File: src/rtl/seg7_load_if.sv
// Load port for seg7_scan_mux: one 4-digit value with decimal points and a
// leading-zero blanking flag, moved with a valid/ready handshake.
interface seg7_load_if;
    logic        valid;
    logic        ready;
    logic [15:0] value;
    logic [3:0]  dp;
    logic        blank;

    modport master (output valid, value, dp, blank, input ready);
    modport slave  (input valid, value, dp, blank, output ready);
endinterface

File: src/rtl/seg7_scan_mux.sv
// Four-digit multiplexed seven-segment driver. A value loaded through the
// handshake port waits in a pending slot and is committed at a frame boundary.
module seg7_scan_mux #(
    parameter logic [23:0] SCAN_DIV = 24'd10_000
) (
    input  logic          i_clk,
    input  logic          i_reset,
    seg7_load_if.slave    load,
    output logic [6:0]    o_segments,
    output logic          o_dp,
    output logic [3:0]    o_digit_en,
    output logic          o_frame_tick
);
    localparam logic [23:0] LAST = SCAN_DIV - 24'd1;

    logic [23:0] r_pre;
    logic [1:0]  r_idx;
    logic [15:0] r_pend_val;
    logic [3:0]  r_pend_dp;
    logic        r_pend_blank;
    logic        r_pend_full;
    logic [15:0] r_disp_val;
    logic [3:0]  r_disp_dp;
    logic        r_disp_blank;
    logic        r_frame_tick;

    logic        w_scan_tick;
    logic        w_frame;
    logic        w_accept;
    logic [3:0]  w_zero;
    logic [3:0]  w_lz;
    logic [3:0]  w_nib;
    logic        w_blank;

    assign w_scan_tick = (r_pre == LAST);
    assign w_frame     = w_scan_tick && (r_idx == 2'd3);
    // ready is low whenever pending is full, so accept can never meet commit
    assign w_accept    = load.valid && !r_pend_full;
    assign load.ready  = ~r_pend_full;

    always_ff @(posedge i_clk) begin
        if (i_reset) begin
            r_pre        <= '0;
            r_idx        <= '0;
            r_pend_val   <= '0;
            r_pend_dp    <= '0;
            r_pend_blank <= 1'b0;
            r_pend_full  <= 1'b0;
            r_disp_val   <= '0;
            r_disp_dp    <= '0;
            r_disp_blank <= 1'b0;
            r_frame_tick <= 1'b0;
        end else begin
            r_pre        <= w_scan_tick ? 24'd0 : r_pre + 24'd1;
            r_frame_tick <= w_frame;
            if (w_scan_tick)
                r_idx <= r_idx + 2'd1;
            if (w_frame && r_pend_full) begin
                r_disp_val   <= r_pend_val;
                r_disp_dp    <= r_pend_dp;
                r_disp_blank <= r_pend_blank;
                r_pend_full  <= 1'b0;
            end else if (w_accept) begin
                r_pend_val   <= load.value;
                r_pend_dp    <= load.dp;
                r_pend_blank <= load.blank;
                r_pend_full  <= 1'b1;
            end
        end
    end

    // w_lz[n]: digit n and every digit above it are zero
    genvar g;
    generate
        for (g = 0; g < 4; g++) begin : g_zero
            assign w_zero[g] = (r_disp_val[4*g +: 4] == 4'd0);
        end
        for (g = 0; g < 3; g++) begin : g_lz
            assign w_lz[g] = w_zero[g] && w_lz[g+1];
        end
    endgenerate
    assign w_lz[3] = w_zero[3];

    assign w_nib   = r_disp_val[4*r_idx +: 4];
    assign w_blank = r_disp_blank && (r_idx != 2'd0) && w_lz[r_idx];

    always_comb begin
        o_segments = 7'b0000000;
        if (!w_blank) begin
            case (w_nib)
                4'h0: o_segments = 7'b0111111;
                4'h1: o_segments = 7'b0000110;
                4'h2: o_segments = 7'b1011011;
                4'h3: o_segments = 7'b1001111;
                4'h4: o_segments = 7'b1100110;
                4'h5: o_segments = 7'b1101101;
                4'h6: o_segments = 7'b1111101;
                4'h7: o_segments = 7'b0000111;
                4'h8: o_segments = 7'b1111111;
                4'h9: o_segments = 7'b1101111;
                4'hA: o_segments = 7'b1110111;
                4'hB: o_segments = 7'b1111100;
                4'hC: o_segments = 7'b0111001;
                4'hD: o_segments = 7'b1011110;
                4'hE: o_segments = 7'b1111001;
                default: o_segments = 7'b1110001;
            endcase
        end
    end

    assign o_dp         = r_disp_dp[r_idx];
    assign o_digit_en   = 4'b0001 << r_idx;
    assign o_frame_tick = r_frame_tick;
endmodule
File: src/flat_wrapper.sv
// flat-port wrapper written by rule: the top's interface ports become plain ports
module seg7_scan_mux_flat 
#(
    parameter logic [23:0] SCAN_DIV = 24'd10_000
)
  (i_clk, i_reset, o_segments, o_dp, o_digit_en, o_frame_tick, load_valid, load_value, load_dp, load_blank, load_ready);
  seg7_load_if load_i ();
  input  logic i_clk;
  input  logic i_reset;
  output logic [6:0] o_segments;
  output logic o_dp;
  output logic [3:0] o_digit_en;
  output logic o_frame_tick;
  input wire logic [$bits(load_i.valid)-1:0] load_valid;
  input wire logic [$bits(load_i.value)-1:0] load_value;
  input wire logic [$bits(load_i.dp)-1:0] load_dp;
  input wire logic [$bits(load_i.blank)-1:0] load_blank;
  output wire logic [$bits(load_i.ready)-1:0] load_ready;
  assign load_i.valid = load_valid;
  assign load_i.value = load_value;
  assign load_i.dp = load_dp;
  assign load_i.blank = load_blank;
  assign load_ready = load_i.ready;
  seg7_scan_mux #(.SCAN_DIV(SCAN_DIV)) u_core (.i_clk(i_clk), .i_reset(i_reset), .load(load_i), .o_segments(o_segments), .o_dp(o_dp), .o_digit_en(o_digit_en), .o_frame_tick(o_frame_tick));
endmodule
File: config.mk
export PLATFORM = sky130hd
export DESIGN_NAME = seg7_scan_mux_flat
export DESIGN_NICKNAME = d
export VERILOG_FILES = /design/src/rtl/seg7_load_if.sv /design/src/rtl/seg7_scan_mux.sv /design/src/flat_wrapper.sv
export SDC_FILE = /design/constraint.sdc
export NUM_CORES = 1
export LEC_CHECK = 0
export BUFFER_PORTS_ARGS = -buffer_cell sky130_fd_sc_hd__buf_2
export CORE_ASPECT_RATIO = 1.75
export CORE_MARGIN = 4
export CORE_UTILIZATION = 25
export CTS_CLUSTER_DIAMETER = 120
export CTS_CLUSTER_SIZE = 16
export DETAILED_ROUTE_END_ITERATION = 8
export PLACE_DENSITY = 0.5
export SLEW_MARGIN = 20
export SYNTH_ARGS = -nofsm -noshare
export SYNTH_HDL_FRONTEND = slang
export SYNTH_SLANG_ARGS = --single-unit
File: constraint.sdc
create_clock -name i_clk -period 3.2 [get_ports i_clk]
set_clock_uncertainty 0.2 [all_clocks]
set_input_delay 0.32 -clock i_clk [delete_from_list [all_inputs] [get_ports i_clk]]
set_output_delay 0.32 -clock i_clk [all_outputs]
set_load 0.01 [all_outputs]
==> impl_metrics.env <==
export IMPL_synth_area_leader_cell="dfxtp_1"
export IMPL_synth_avg_cell_area_um2=8.27
export IMPL_drt_iter0_drc=163
export IMPL_finalCritPeriodShare_pct=92.3
export IMPL_r2r_start="u_core.r_pre[0]"
export IMPL_dp_hpwl_mm=6.61
export IMPL_synth_seq_cells=70
export IMPL_netlist_area_leader_share_pct=41.8
export IMPL_grt_pass1_vias=2908
export IMPL_ant_nets=0
export IMPL_worst_r2r_path_depth=5
export IMPL_ys_flop_type="dfxtp_1"
export IMPL_ctsResizeCount=0
export IMPL_cts_buffers=9
export IMPL_fin_ws_ns=0.247
export IMPL_grt_max_degree=47
export IMPL_hold_buffers=0
export IMPL_crit_chain="mux4_2 -> inv_1 -> ha_1 -> o21ai_0 -> mux2i_1 -> nor2_1 -> buf_2"
export IMPL_core_area_um2=13100
export IMPL_syn_area_um2=3360
export IMPL_clockRootBuffer="clkbuf_16"
export IMPL_cp_required_ns=2.68
export IMPL_max_slew_margin_pct=52.3
export IMPL_worst_slew_pin_slew_ns=0.715
export IMPL_grt_ovfl_total=0
export IMPL_dieArea_um2=15400
export IMPL_detail_route_wl_per_cell_um=14.3
export IMPL_timing_fmax_mhz=339
export IMPL_worstPathMaxFanout=9
export IMPL_clk_pin_slew_worst_paths_ns=0.06
export IMPL_p_leak_nw=1.37
export IMPL_gp_congestion=0.808
export IMPL_dp_slack_ns=0.571
export IMPL_ios=38
export IMPL_tns_ns=0
export IMPL_antenna_found_initial=0
export IMPL_grt_pass1_wl_mm=14.1
export IMPL_setup_viol=0
export IMPL_hold_viol_final=0
export IMPL_start_util_pct=25.7
export IMPL_status="completed"
export IMPL_regToRegEndpoint="u_core.r_disp_val[5]"
export IMPL_synth_edf_count=0
export IMPL_insertion_delay_ns=0.33
export IMPL_antenna_cells=0
export IMPL_rows=55
export IMPL_vias_per_cell=4.82
export IMPL_fillers=1427
export IMPL_critPathLaunchType="register"
export IMPL_cts_sinks=70
export IMPL_die_h_um=161
export IMPL_fp_dieW_um=95.6
export IMPL_synthTopCellsByArea="dfxtp_1 (42%), a21oi_1 (7.8%), nand2_1 (5.6%)"
export IMPL_end_kind="output port"
export IMPL_max_stage_delay_ns=0.63
export IMPL_cts_buffer_depth=2
export IMPL_drive_above_1_share_pct=15.8
export IMPL_syn_inst=406
export IMPL_syn_to_final_growth_pct=19.8
export IMPL_routed_wirelength_mm=8.71
export IMPL_grt_usage_pct=11.6
export IMPL_hp_class="primary input to register"
export IMPL_nets=468
export IMPL_cts_setup_buffers=0
export IMPL_vdd_drop_max_mv=0.249
export IMPL_dr_pass1_iters=4
export IMPL_vias=2935
export IMPL_synth_seq_area_share_pct=41.8
export IMPL_cp_startpoint="u_core.r_idx[0]"
export IMPL_rsz0062_at_grt="false"
export IMPL_async_reset_ff_share_pct=0
export IMPL_ys_types=39
export IMPL_port_buffers=37
export IMPL_endpoint="o_segments[1]"
export IMPL_critical_path_slowest_cell="mux4_2"
export IMPL_cts_htree_levels=3
export IMPL_critPathArrivalTime_ns=2.43
export IMPL_slew_violations=0
export IMPL_maxCapViolations=0
export IMPL_final_min_clock_period_ns=2.95
export IMPL_critPathKind="register to output port"
export IMPL_rrSetupSlack_ns=0.77
export IMPL_drc_errors=0
export IMPL_syn_nets=441
export IMPL_cts_tree="yes"
export IMPL_yosysWarnings=0
export IMPL_pwr_density_cell_nw_per_um2=513
-- through the flow --
stage          instances  power [mW]  hold slack [ns]  util, %  area (µm²)
2_1_floorplan        406       0.965            0.237        -        3360
3_3_place_gp         593       0.995            0.250     28.2        3690
3_5_place_dp         593       0.997            0.250     28.2        3690
4_1_cts              609        2.09           0.0207     30.8        4020
5_1_grt              609        2.13           0.0312     30.8        4020
6_report             609        2.06           0.0251     30.8        4020
-- state kept, by name (all words and copies together), names as in the netlist --
signal,count
u_core.r_disp_blank,1
u_core.r_disp_dp,4
u_core.r_pend_val,16
u_core.r_pend_dp,4
u_core.r_pend_blank,1
u_core.r_pre,24
u_core.r_disp_val,16
u_core.o_frame_tick,1
u_core.r_pend_full,1
u_core.r_idx,2
-- worst min-delay path by stage --
| stage | startpoint | to | slack (ns) | depth (start not counted) |
|---|---|---|---|---|
| final | load_value[3] | u_core.r_pend_val[3] | 0.03 | 3 |
| after global routing | load_value[10] | u_core.r_pend_val[10] | 0.03 | 3 |
| after CTS | load_value[10] | u_core.r_pend_val[10] | 0.02 | 3 |
| after detailed placement | u_core.r_pend_val[2] | u_core.r_pend_val[2] | 0.25 | 2 |
| after global placement | u_core.r_pend_val[2] | u_core.r_pend_val[2] | 0.25 | 2 |
| after floorplan | u_core.r_pend_blank | u_core.r_pend_blank | 0.24 | 2 |
-- cell usage after synthesis (all sizes together), types with 4 or more instances --
library cell   n
nand2         50
nor2          27
buf            8
nand3         36
and3           4
or3            6
nor4          11
clkbuf        19
dfxtp         70
o31ai          4
mux4           6
a21oi         53
nand4          5
inv           11
ha            11
or4            4
o21ai         30
nor3           7
xnor2         16
-- metal layers --
layer | wire length (µm) | share of wire [%] | up-vias | track usage [%]
li1 | - | - | 1498 | -
met1 | 3270 | 38 | 1384 | 11.8
met2 | 5010 | 58 | 40 | 22.4
met3 | 228 | 2.6 | 13 | 1.82
met4 | 202 | 2.3 | 0 | 4.79
met5 | 0 | 0 | - | 0
-- power by group --
group	leakage [nW]	switching, mW	internal [mW]
clock network	0.159	0.379	0.708
logic	0.648	0.0431	0.0277
registers	0.568	0.0143	0.891
total	1.37	0.436	1.63
-- worst max-delay path, delay by kind of cell, from the launching register on --
family                   cells  cell delay, ns
AO/OA/AOI/OAI                1            0.18
adder cells (fa/ha/maj)      1            0.26
buffers and inverters        2            0.28
flip-flops                   1            0.59
multiplexers                 2            0.72
AND/OR/NAND/NOR              1            0.08
-- area by class of cell --
type,instances,area [µm²],area share [%]
clock buffer,10,239,5.94
clock inverter,6,93.8,2.33
inverter,11,41.3,1.03
multi-input combinational,298,1800,44.8
sequential,70,1400,34.8
tap,171,214,5.32
timing repair buffer,43,230,5.72
-- placed cells by master (no fill, tap or decap), types with 2 or more instances in the layout --
cell / instances
inv_1: 11
nand4_1: 3
a221oi_1: 2
bufinv_16: 2
ha_1: 11
buf_2: 37
clkbuf_16: 9
nand4_2: 2
nand2_1: 50
or3_1: 6
mux2i_1: 2
buf_4: 6
dfxtp_1: 70
nor3b_1: 3
o31ai_1: 4
nor2_1: 27
and3_1: 4
nand2b_1: 2
xor2_1: 3
clkinv_4: 2
and4_1: 3
nor4b_1: 2
nor3_1: 7
a211oi_1: 3
o21ai_0: 30
nor4_1: 11
nand3_1: 36
mux4_2: 6
and2_1: 2
or4_1: 3
a21oi_1: 52
xnor2_1: 16
-- kinds of logic after synthesis --
kind of cell | synth area share (%)
AND/OR/NAND/NOR | 25.0
buffers and inverters | 4.55
AO/OA/AOI/OAI | 15.0
flip-flops | 41.8
adder cells (fa/ha/maj) | 4.10
multiplexers | 4.62
XOR/XNOR | 4.96
No activity file was read; power rests on OpenSTA's default activity.
